<file path="src/rtl/l2_arbiter.sv">
// l2_arbiter: two-requester (icache / dcache) arbiter in front of a shared L2.
// Exactly one transaction is outstanding at L2. The winner's command, address
// and write data are captured on grant and held until L2_resp.
// Optional macro L2_ARB_ROUND_ROBIN_EN: simultaneous requests alternate
// against last_grant. When the macro is undefined, dcache wins every conflict.
//
// Handshake: a requester raises its read/write and holds it with a stable
// address (and wdata) until it sees its one-cycle resp pulse. The arbiter
// samples requests only in IDLE. L2 sees a command held constant until
// L2_resp, which completes the transaction in that same cycle. rdata is
// valid only in the cycle where resp is high.
module l2_arbiter #(
  parameter int ADDR_WIDTH = 16,
  parameter int LINE_WIDTH = 128
) (
  input  logic                  clk,
  input  logic                  rst_n,
  input  logic                  icache_l2_read,
  input  logic [ADDR_WIDTH-1:0] icache_l2_address,
  output logic [LINE_WIDTH-1:0] icache_l2_rdata,
  output logic                  icache_l2_resp,
  input  logic                  dcache_l2_read,
  input  logic                  dcache_l2_write,
  input  logic [ADDR_WIDTH-1:0] dcache_l2_address,
  input  logic [LINE_WIDTH-1:0] dcache_l2_wdata,
  output logic [LINE_WIDTH-1:0] dcache_l2_rdata,
  output logic                  dcache_l2_resp,
  output logic                  L2_read,
  output logic                  L2_write,
  output logic [ADDR_WIDTH-1:0] L2_address,
  output logic [LINE_WIDTH-1:0] L2_wdata,
  input  logic [LINE_WIDTH-1:0] L2_rdata,
  input  logic                  L2_resp,
  output logic                  grant_i,
  output logic                  grant_d,
  output logic [1:0]            fsm_state
);

  localparam logic [1:0] IDLE    = 2'd0;
  localparam logic [1:0] SERVE_I = 2'd1;
  localparam logic [1:0] SERVE_D = 2'd2;

  localparam logic OWNER_I = 1'b0;
  localparam logic OWNER_D = 1'b1;

  logic [1:0]            state;
  logic                  last_grant;
  logic                  read_q;
  logic                  write_q;
  logic [ADDR_WIDTH-1:0] addr_q;
  logic [LINE_WIDTH-1:0] wdata_q;
  logic                  req_i;
  logic                  req_d;
  logic                  pick_d;

  // Decide which requester would win if the arbiter is idle this cycle.
  always_comb begin
    req_i = icache_l2_read;
    req_d = dcache_l2_read | dcache_l2_write;
`ifdef L2_ARB_ROUND_ROBIN_EN
    pick_d = req_d && (!req_i || (last_grant == OWNER_I));
`else
    pick_d = req_d;
`endif
  end

  // FSM plus the registered L2 command; reset overrides everything, including L2_resp.
  always_ff @(posedge clk) begin
    if (!rst_n) begin
      state      <= IDLE;
      last_grant <= OWNER_I;
      read_q     <= 1'b0;
      write_q    <= 1'b0;
      addr_q     <= '0;
      wdata_q    <= '0;
    end else begin
      case (state)
        IDLE: begin
          if (pick_d) begin
            state   <= SERVE_D;
            addr_q  <= dcache_l2_address;
            wdata_q <= dcache_l2_wdata;
            // A write-back takes precedence over a fill raised together with it.
            write_q <= dcache_l2_write;
            read_q  <= ~dcache_l2_write;
          end else if (req_i) begin
            state   <= SERVE_I;
            addr_q  <= icache_l2_address;
            read_q  <= 1'b1;
            write_q <= 1'b0;
          end
        end
        SERVE_I, SERVE_D: begin
          if (L2_resp) begin
            state      <= IDLE;
            read_q     <= 1'b0;
            write_q    <= 1'b0;
            last_grant <= (state == SERVE_D) ? OWNER_D : OWNER_I;
          end
        end
        default: state <= IDLE;
      endcase
    end
  end

  assign L2_read         = read_q;
  assign L2_write        = write_q;
  assign L2_address      = addr_q;
  assign L2_wdata        = wdata_q;
  assign grant_i         = (state == SERVE_I);
  assign grant_d         = (state == SERVE_D);
  // Gating with rst_n keeps a completion that coincides with reset from reaching the requester.
  assign icache_l2_resp  = rst_n & grant_i & L2_resp;
  assign dcache_l2_resp  = rst_n & grant_d & L2_resp;
  assign icache_l2_rdata = L2_rdata;
  assign dcache_l2_rdata = L2_rdata;
  assign fsm_state       = state;

endmodule

</file>
<file path="config.mk">
export PLATFORM = sky130hd
export DESIGN_NAME = l2_arbiter
export DESIGN_NICKNAME = d
export VERILOG_FILES = /design/src/rtl/l2_arbiter.sv
export SDC_FILE = /design/constraint.sdc
export NUM_CORES = 1
export LEC_CHECK = 0
export CAP_MARGIN = 20
export CORE_AREA = 2 2 276 278
export DETAILED_ROUTE_END_ITERATION = 10
export DIE_AREA = 0 0 278 280
export PLACE_DENSITY = 0.34
export SYNTH_ARGS = -nofsm -noshare
export SYNTH_HDL_FRONTEND = slang
export SYNTH_SLANG_ARGS = --single-unit
</file>
<file path="constraint.sdc">
create_clock -name clk -period 1.92 [get_ports clk]
set_input_delay 0.192 -clock clk [delete_from_list [all_inputs] [get_ports clk]]
set_output_delay 0.192 -clock clk [all_outputs]
set_load 0.01 [all_outputs]
</file>
### Yosys cells after proc, flatten, opt, wreduce, memory -nomap -nowiden

Cells that the tools add are included.

* register bits: 148
* input bits: 294
* output and inout bits: 408
* word-level logic and storage cells: 36

* equality and inequality tests: 4
* muxes and demuxes: 13
* bitwise logic cells: 6
* reductions and logical operators: 8

Operators with widths (number)
* 16-bit two-way mux: 2
* 2-bit two-way mux: 3
* 2-bit AND reduction: 3
* 1-bit two-way mux: 5
* 1-bit AND: 4
* 1-bit one-hot mux with 2 select lines: 2
* 2-bit one-hot mux with 2 select lines: 1
* 2-bit nonzero test: 2
* 3-bit != test, second input constant: 1
* 3-bit AND reduction: 1
* 2-bit by 1-bit equality test with 1-bit output, second input constant: 1
* 2-bit equality test, second input constant: 1
* 2-bit zero test: 1
* 2-bit != test, second input constant: 1
* 2-bit OR reduction: 1
* 1-bit NOT: 1
* 1-bit bitwise OR: 1

### Logic depth before layout (Yosys ltp)

Gate-level depths: netlist of the first run.

* depth after elaboration: 4
* gate-level depth with buffers: 7
* gate-level depth less buffers: 5

### Least setup slack after synthesis of the first run

No wires, ideal clock.

* kind: register to register
* start point: reg state[0], in the netlist fsm_state[0]
* end point: reg read_q, in the netlist L2_read
* setup time: 0.119 ns
* arrival time: 1.370 ns
* required time: 1.801 ns
* slack: 0.431 ns
* cell stages (with the launch flop): 6
* buffers on the path: 0
* period minus slack after synthesis: 1.489 ns
* cell sequence: dfxtp_1 -> inv_1 -> ha_1 -> nor2b_1 -> a211o_1 -> mux2i_1

* cells in the longest elaborated chain, start to end: 4
* elaborated cells on any way between the ends: 9
* classes of those cells: eq/ne (4); mux (1); reduce/logical (4)

RTL lines
* start, declared: line 46 `logic [1:0] state;`
* start signal, assigned: line 70 `state <= IDLE;`
* start signal, assigned: line 80 `state <= SERVE_D;`
* start signal, assigned: line 87 `state <= SERVE_I;`
* 2-bit by 1-bit equality test with 1-bit output or 2-bit equality test (tied branches)
* 2-bit OR reduction
* 2-bit != test (no source line) or 2-bit nonzero test (tied branches)
* 3-bit AND reduction (no source line)
* end signal, assigned: line 85 `read_q <= ~dcache_l2_write;`
* end, declared: line 48 `logic read_q;`

Several ways; a longest one is shown, not always the timed one.
A chain may end at the register's enable or synchronous reset.

### Worst setup path after layout of the first run

* start point: reg state[0], in the netlist fsm_state[0]
* end point: out dcache_l2_resp

* cells in the longest elaborated chain, start to end: 3

RTL lines
* 2-bit equality test
* 1-bit AND (2 in a row): line 114 `assign dcache_l2_resp = rst_n & grant_d & L2_resp;`
* end, declared: line 27 `output logic dcache_l2_resp,`

Every way passes these cells.

==> flow_summary.json, run 1 <==
{
  "status": "finished clean",
  "stdcell_area_um2": 10700,
  "p_int_mw": 6.85,
  "coreArea_um2": 75200,
  "p_sw_frac": 0.289,
  "ys_ff_latch": 148,
  "start_util": 0.103,
  "slowest_delay_ps": 360,
  "critical_path_arrival_ps": 1580,
  "cts_htree_levels": 4,
  "power_density_nw_per_um2": 904,
  "r2r_slack_ps": 280,
  "yosys-top-cells-count": "nand2_1 (260), buf_4 (258), dfxtp_1 (148)",
  "yosysTopAreaCell": "dfxtp_1",
  "crit_cells": 4,
  "yosys_warnings": 0,
  "grtUsageTotal": 0.0680,
  "wl_met1_mm": 9.97,
  "postRouteAntennaNets": 0,
  "clockPowerShare": 0.385,
  "worstRegToRegCells": 6,
  "fillers": 8487,
  "io_buffers": 317,
  "hold_depth": 3,
  "r2r_end": "L2_wdata[33]",
  "setup_violations": 0,
  "synth.most_common_cell": "nand2_1",
  "postCtsSetupRepairBufs": 0,
  "hold_buffers": 0,
  "setup_tns_ps": 0,
  "tightest_slew_ps": 365,
  "peakVddDrop_uv": 454,
  "hold_path_end": "L2_address[13]",
  "wl_met2_mm": 11.8,
  "critPathBufInv": 2,
  "worst_hold_path_type": "input pin to register",
  "cts_tree": "yes",
  "slew_viol_final": 0,
  "timing.fmax_mhz": 565,
  "worstReg2RegStart": "fsm_state[0]",
  "dp_hpwl_mm": 19.8,
  "combPwrFrac": 0.242,
  "finalHoldViolations": 0,
  "grt_pass1_vias": 5839,
  "total_power_mw": 9.64,
  "final_nets": 1257,
  "synth_edf_count": 0,
  "met3_length_mm": 3.51,
  "routed.top_layer": "met5",
  "seq_area_frac_synth": 0.383,
  "postSynthCellCount": 915,
  "diodes": 0,
  "clock_path_buffers": 2,
  "drcViolationCount": 0,
  "worstPathRequired_ps": 1730,
  "dpl_cell_area_um2": 10000,
  "die-area_um2": 77800,
  "cts_num_sinks": 148,
  "cts-root-buf": "clkbuf_16",
  "setup_slack_ps": 151,
  "finClkSkew_ps": 8.02,
  "ios": 702,
  "crit_slowest_cell": "dfxtp_2",
  "yosys.cell_types.count": 27,
  "drt_iter0_markers": 183,
  "drive_gt1_frac": 0.0545,
  "grt_max_degree": 62,
  "synth_flop_cell": "dfxtp_1",
  "clkTransAtPathRegs_ps": 70,
  "path_class": "register to primary output",
  "cp-end-kind": "primary output",
  "gp_congestion": 0.690,
  "place_inst": 1919,
  "finalWirelength_mm": 26.7,
  "dp_slack_ps": 77.1,
  "first_pass_iters": 4,
  "critPathMaxFanout": 4,
  "gr-total-overflow": 0,
  "layoutNonFillerInstCount": 1950,
  "period_minus_slack_ps": 1770,
  "yosysTopAreaCellShare": 0.383,
  "hp-start": "rst_n",
  "critPathTopFamily": "flip-flops",
  "chipHeight_um": 280,
  "cts_buffers": 17,
  "grt_pass1_wl_mm": 38.2,
  "fp-row-count": 101,
  "viasPerCell": 2.95,
  "p_sw_mw": 2.79,
  "path_cells": "inv_1 -> ha_2 -> and3_1 -> dlygate4sd2_1",
  "synth_area_um2": 7740,
  "wl_per_cell_um": 13.7,
  "seqPwrFrac": 0.372,
  "relSlewSlack": 0.756,
  "antenna_found_initial": 2,
  "syn2layout_area_growth_pct": 37.8,
  "max_cap_viol_count": 0,
  "syn-mean-instance-area_um2": 8.46,
  "clock_latency_ps": 470,
  "die_w_um": 278,
  "synthTopCellsByArea": "dfxtp_1 (38%), buf_4 (25%), nand2_1 (13%), a21boi_0 (7.8%), a21boi_1 (4.8%)",
  "critical_path.startpoint_type": "register",
  "async_flop_share": 0,
  "syn_nets": 1212,
  "rsz0062_at_grt": "false",
  "vias": 5754,
  "finalCritPeriodShare": 0.922,
  "p_leak_nw": 3.74
}
state kept, by name, summed over array words and instances (netlist names):
register,count
L2_address,16
L2_read,1
L2_wdata,128
L2_write,1
fsm_state,2
metal layers:
layer / GRT usage / vias up
met2: 0.101 / 351
met1: 0.0677 / 2561
li1: - / 2738
met3: 0.0467 / 100
met4: 0.0462 / 4
met5: 0.00313 / -
cells by family (layout without fill, tap and decap cells):
logic type	Yosys count	in the layout	synth area share
compound gates	168	168	0.152
fa+ha+maj	3	3	0.00485
buf+inv	308	365	0.302
flops	148	148	0.383
mux	18	18	0.0233
simple gates	270	270	0.135
metrics by stage:
stage,hold slack [ps],utilization
after floorplan,327,-
final,81.9,0.142
after global routing,52.9,0.142
after CTS,27.8,0.142
after global placement,384,0.134
after detailed placement,384,0.134
power groups by stage:
| stage | Clock, mW | Sequential, mW | Combinational [mW] |
|---|---|---|---|
| global placement | 0 | 3.65 | 2.42 |
| floorplan | 0 | 3.80 | 1.50 |
| global route | 4.09 | 3.63 | 2.58 |
| detailed placement | 0 | 3.66 | 2.42 |
| CTS | 4.01 | 3.60 | 2.43 |
| finish | 3.72 | 3.59 | 2.34 |
worst min-delay path, delay by kind of cell:
family / cells / cell delay [ps]
AOI/OAI and AO/OA: 2 / 130
buffers and inverters: 1 / 170
cells in the final DEF, fill, tap and decap left out, types with 3 or more instances in the layout:
cell type	n
clkdlybuf4s50_1	312
a21boi_1	49
a21oi_1	18
clkbuf_16	17
dlygate4sd2_1	4
nand2_1	260
bufinv_16	4
mux2i_1	18
buf_12	9
a21boi_0	80
dfxtp_1	146
buf_4	7
o21ai_0	17
clkinvlp_4	3
cell type report:
| cell class | instances | area (um^2) | area share |
|---|---|---|---|
| clock buffer | 19 | 443 | 0.0415 |
| clock inverter | 12 | 179 | 0.0168 |
| inverter | 2 | 7.51 | 0.000704 |
| multi-input combinational | 459 | 2460 | 0.230 |
| sequential | 148 | 2970 | 0.278 |
| tap | 978 | 1220 | 0.115 |
| timing repair buffer | 332 | 3390 | 0.318 |
worst max path at each step:
stage                    startpoint              to  slack, ps
CTS                    fsm_state[1]  icache_l2_resp         40
global route           fsm_state[0]  dcache_l2_resp         60
global placement    dcache_l2_write    L2_wdata[29]        140
floorplan              fsm_state[0]         L2_read        430
detailed placement  dcache_l2_write    L2_wdata[33]         80
finish                 fsm_state[0]  dcache_l2_resp        150
what timing repair did:
action	CTS	global route
setup endpoints to repair	4	1
gates cloned	0	0
gates resized for setup	7	1
Note: power is estimated with default switching activity, not from simulation.
==> run 2, diff against run 1 <==
CAP_MARGIN = default   (was 20)
MAX_ROUTING_LAYER = met4   (was default)
==> run 2 against run 1 <==
  * Wire length increased by 0.30%
  * Utilization about the same
  * Die area stayed put
  * Sequential share of layout area about the same
  * Clock-buffer cell count stayed put
  * Via count down 0.10%
==> flow_summary.json, run 2 (synthesis gave the netlist of run 1 again) <==
{
  "grt_pass1_wl_mm": 38.2,
  "finalCritPeriodShare": 0.926,
  "setup_tns_ps": 0,
  "p_sw_frac": 0.290,
  "grt_max_degree": 62,
  "worst_hold_path_type": "input pin to register",
  "layoutNonFillerInstCount": 1952,
  "gr-total-overflow": 0,
  "worstPathRequired_ps": 1730,
  "final_util": 0.142,
  "cts-root-buf": "clkbuf_16",
  "setup_violations": 0,
  "power_density_nw_per_um2": 905,
  "crit_slowest_cell": "dfxtp_2",
  "gr-usage-met2": 0.101,
  "start_util": 0.103,
  "grt_pass1_vias": 5849,
  "relSlewSlack": 0.756,
  "cts_tree": "yes",
  "syn2layout_area_growth_pct": 37.9,
  "first_pass_iters": 4,
  "drive_gt1_frac": 0.0545,
  "critical_path_arrival_ps": 1590,
  "stdcell_area_um2": 10700,
  "dp_hpwl_mm": 19.8,
  "clockPowerShare": 0.386,
  "final_common_cell": "clkdlybuf4s50_1",
  "met3_usage": 0.0450,
  "cts_num_sinks": 148,
  "finalHoldViolations": 0,
  "rsz0062_at_grt": "false",
  "drt_iter0_markers": 183,
  "finClkSkew_ps": 6.96,
  "busiest_layer": "met2",
  "max_cap_viol_count": 0,
  "critPathMaxFanout": 4,
  "viasPerCell": 2.94,
  "p_int_mw": 6.85,
  "seqPwrFrac": 0.372,
  "coreArea_um2": 75200,
  "p_leak_nw": 3.74,
  "most-common-layout-cells": "clkdlybuf4s50_1 (312), nand2_1 (260), dfxtp_1 (146), a21boi_0 (80), a21boi_1 (49)",
  "total_power_mw": 9.65,
  "fp-row-count": 101,
  "cp-end-kind": "primary output",
  "slowest_delay_ps": 370,
  "wl_per_cell_um": 13.7,
  "grt_use_met1": 0.0692,
  "critical_path.startpoint_type": "register",
  "status": "finished clean",
  "final_nets": 1257,
  "grtUsageTotal": 0.0700,
  "hold_buffers": 0,
  "cts_htree_levels": 4,
  "tightest_slew_ps": 365,
  "peakVddDrop_uv": 452,
  "clock_latency_ps": 460,
  "slew_viol_final": 0,
  "chipHeight_um": 280,
  "io_buffers": 317,
  "largest_reg_flops": 128,
  "postRouteAntennaNets": 0,
  "vias": 5748,
  "combPwrFrac": 0.242,
  "path_class": "register to primary output",
  "p_sw_mw": 2.80,
  "dpl_cell_area_um2": 10000,
  "finalWirelength_mm": 26.8,
  "timing.fmax_mhz": 563,
  "drcViolationCount": 0,
  "antenna_found_initial": 2,
  "path_cells": "inv_1 -> ha_2 -> and3_1 -> dlygate4sd2_1",
  "clkTransAtPathRegs_ps": 60,
  "die_w_um": 278,
  "gp_congestion": 0.697,
  "period_minus_slack_ps": 1780,
  "die-area_um2": 77800,
  "place_inst": 1919,
  "cts_buffers": 17,
  "ios": 702,
  "clock_path_buffers": 2
}
==> run 2: changes by cell type in the layout (fill, tap and decap cells not counted), sizes merged <==
cell,change
diode,+2
==> run 2: area by class of cell <==
cell class              instances  area [um^2]
clock buffers                  19          443
well taps                     978         1220
flip-flops and latches        148         2970
clock inverters                12          179
inverters                       2         7.51
diodes                          2         5.00
multi-input cells             459         2460
repair buffers                332         3390
fillers                      8485        64500
==> run 2: through the flow <==
step | hold WS, ps | worst slack, ps
floorplan | 327 | 431
global placement | 384 | 136
detailed placement | 384 | 77.1
CTS | 27.8 | 39.2
global route | 52.8 | 55.5
finish | 90.2 | 143
==> run 2: routing by layer <==
metal  wire [um]  part of all wire  vias to the layer above
met3        3390              0.13                       97
met4        1320             0.049                        0
met2       11800              0.44                      354
li1            -                 -                     2744
met1       10300              0.38                     2553
met5           0                 0                        -
==> run 2: worst paths after layout <==
path / startpoint / endpoint / slack [ps] / cells after the start
setup / recovery: fsm_state[0] / dcache_l2_resp / 140 / 4
hold / removal: rst_n / L2_address[13] / 90 / 3
setup reg to reg: fsm_state[0] / L2_wdata[33] / 260 / 6
hold reg to reg: L2_wdata[49] / L2_wdata[49] / 450 / 2
==> run 2: critical path: cells and delay by family, from the launching register on <==
family                   cells  cell delay [ps]
adder cells (fa/ha/maj)      1              210
buffers and inverters        2              360
flip-flops                   1              370
AND/OR/NAND/NOR              1              180
==> run 2: power by group through the flow <==
stage	logic, mW	clock network [mW]	registers, mW
floorplan	1.50	0	3.80
global placement	2.42	0	3.65
detailed placement	2.42	0	3.66
CTS	2.43	4.01	3.60
global route	2.58	4.09	3.63
finish	2.34	3.72	3.59
==> run 2: timing repair <==
action,in CTS,in global routing
gates resized for setup,7,1
setup endpoints to repair,4,1
buffers inserted,0,0
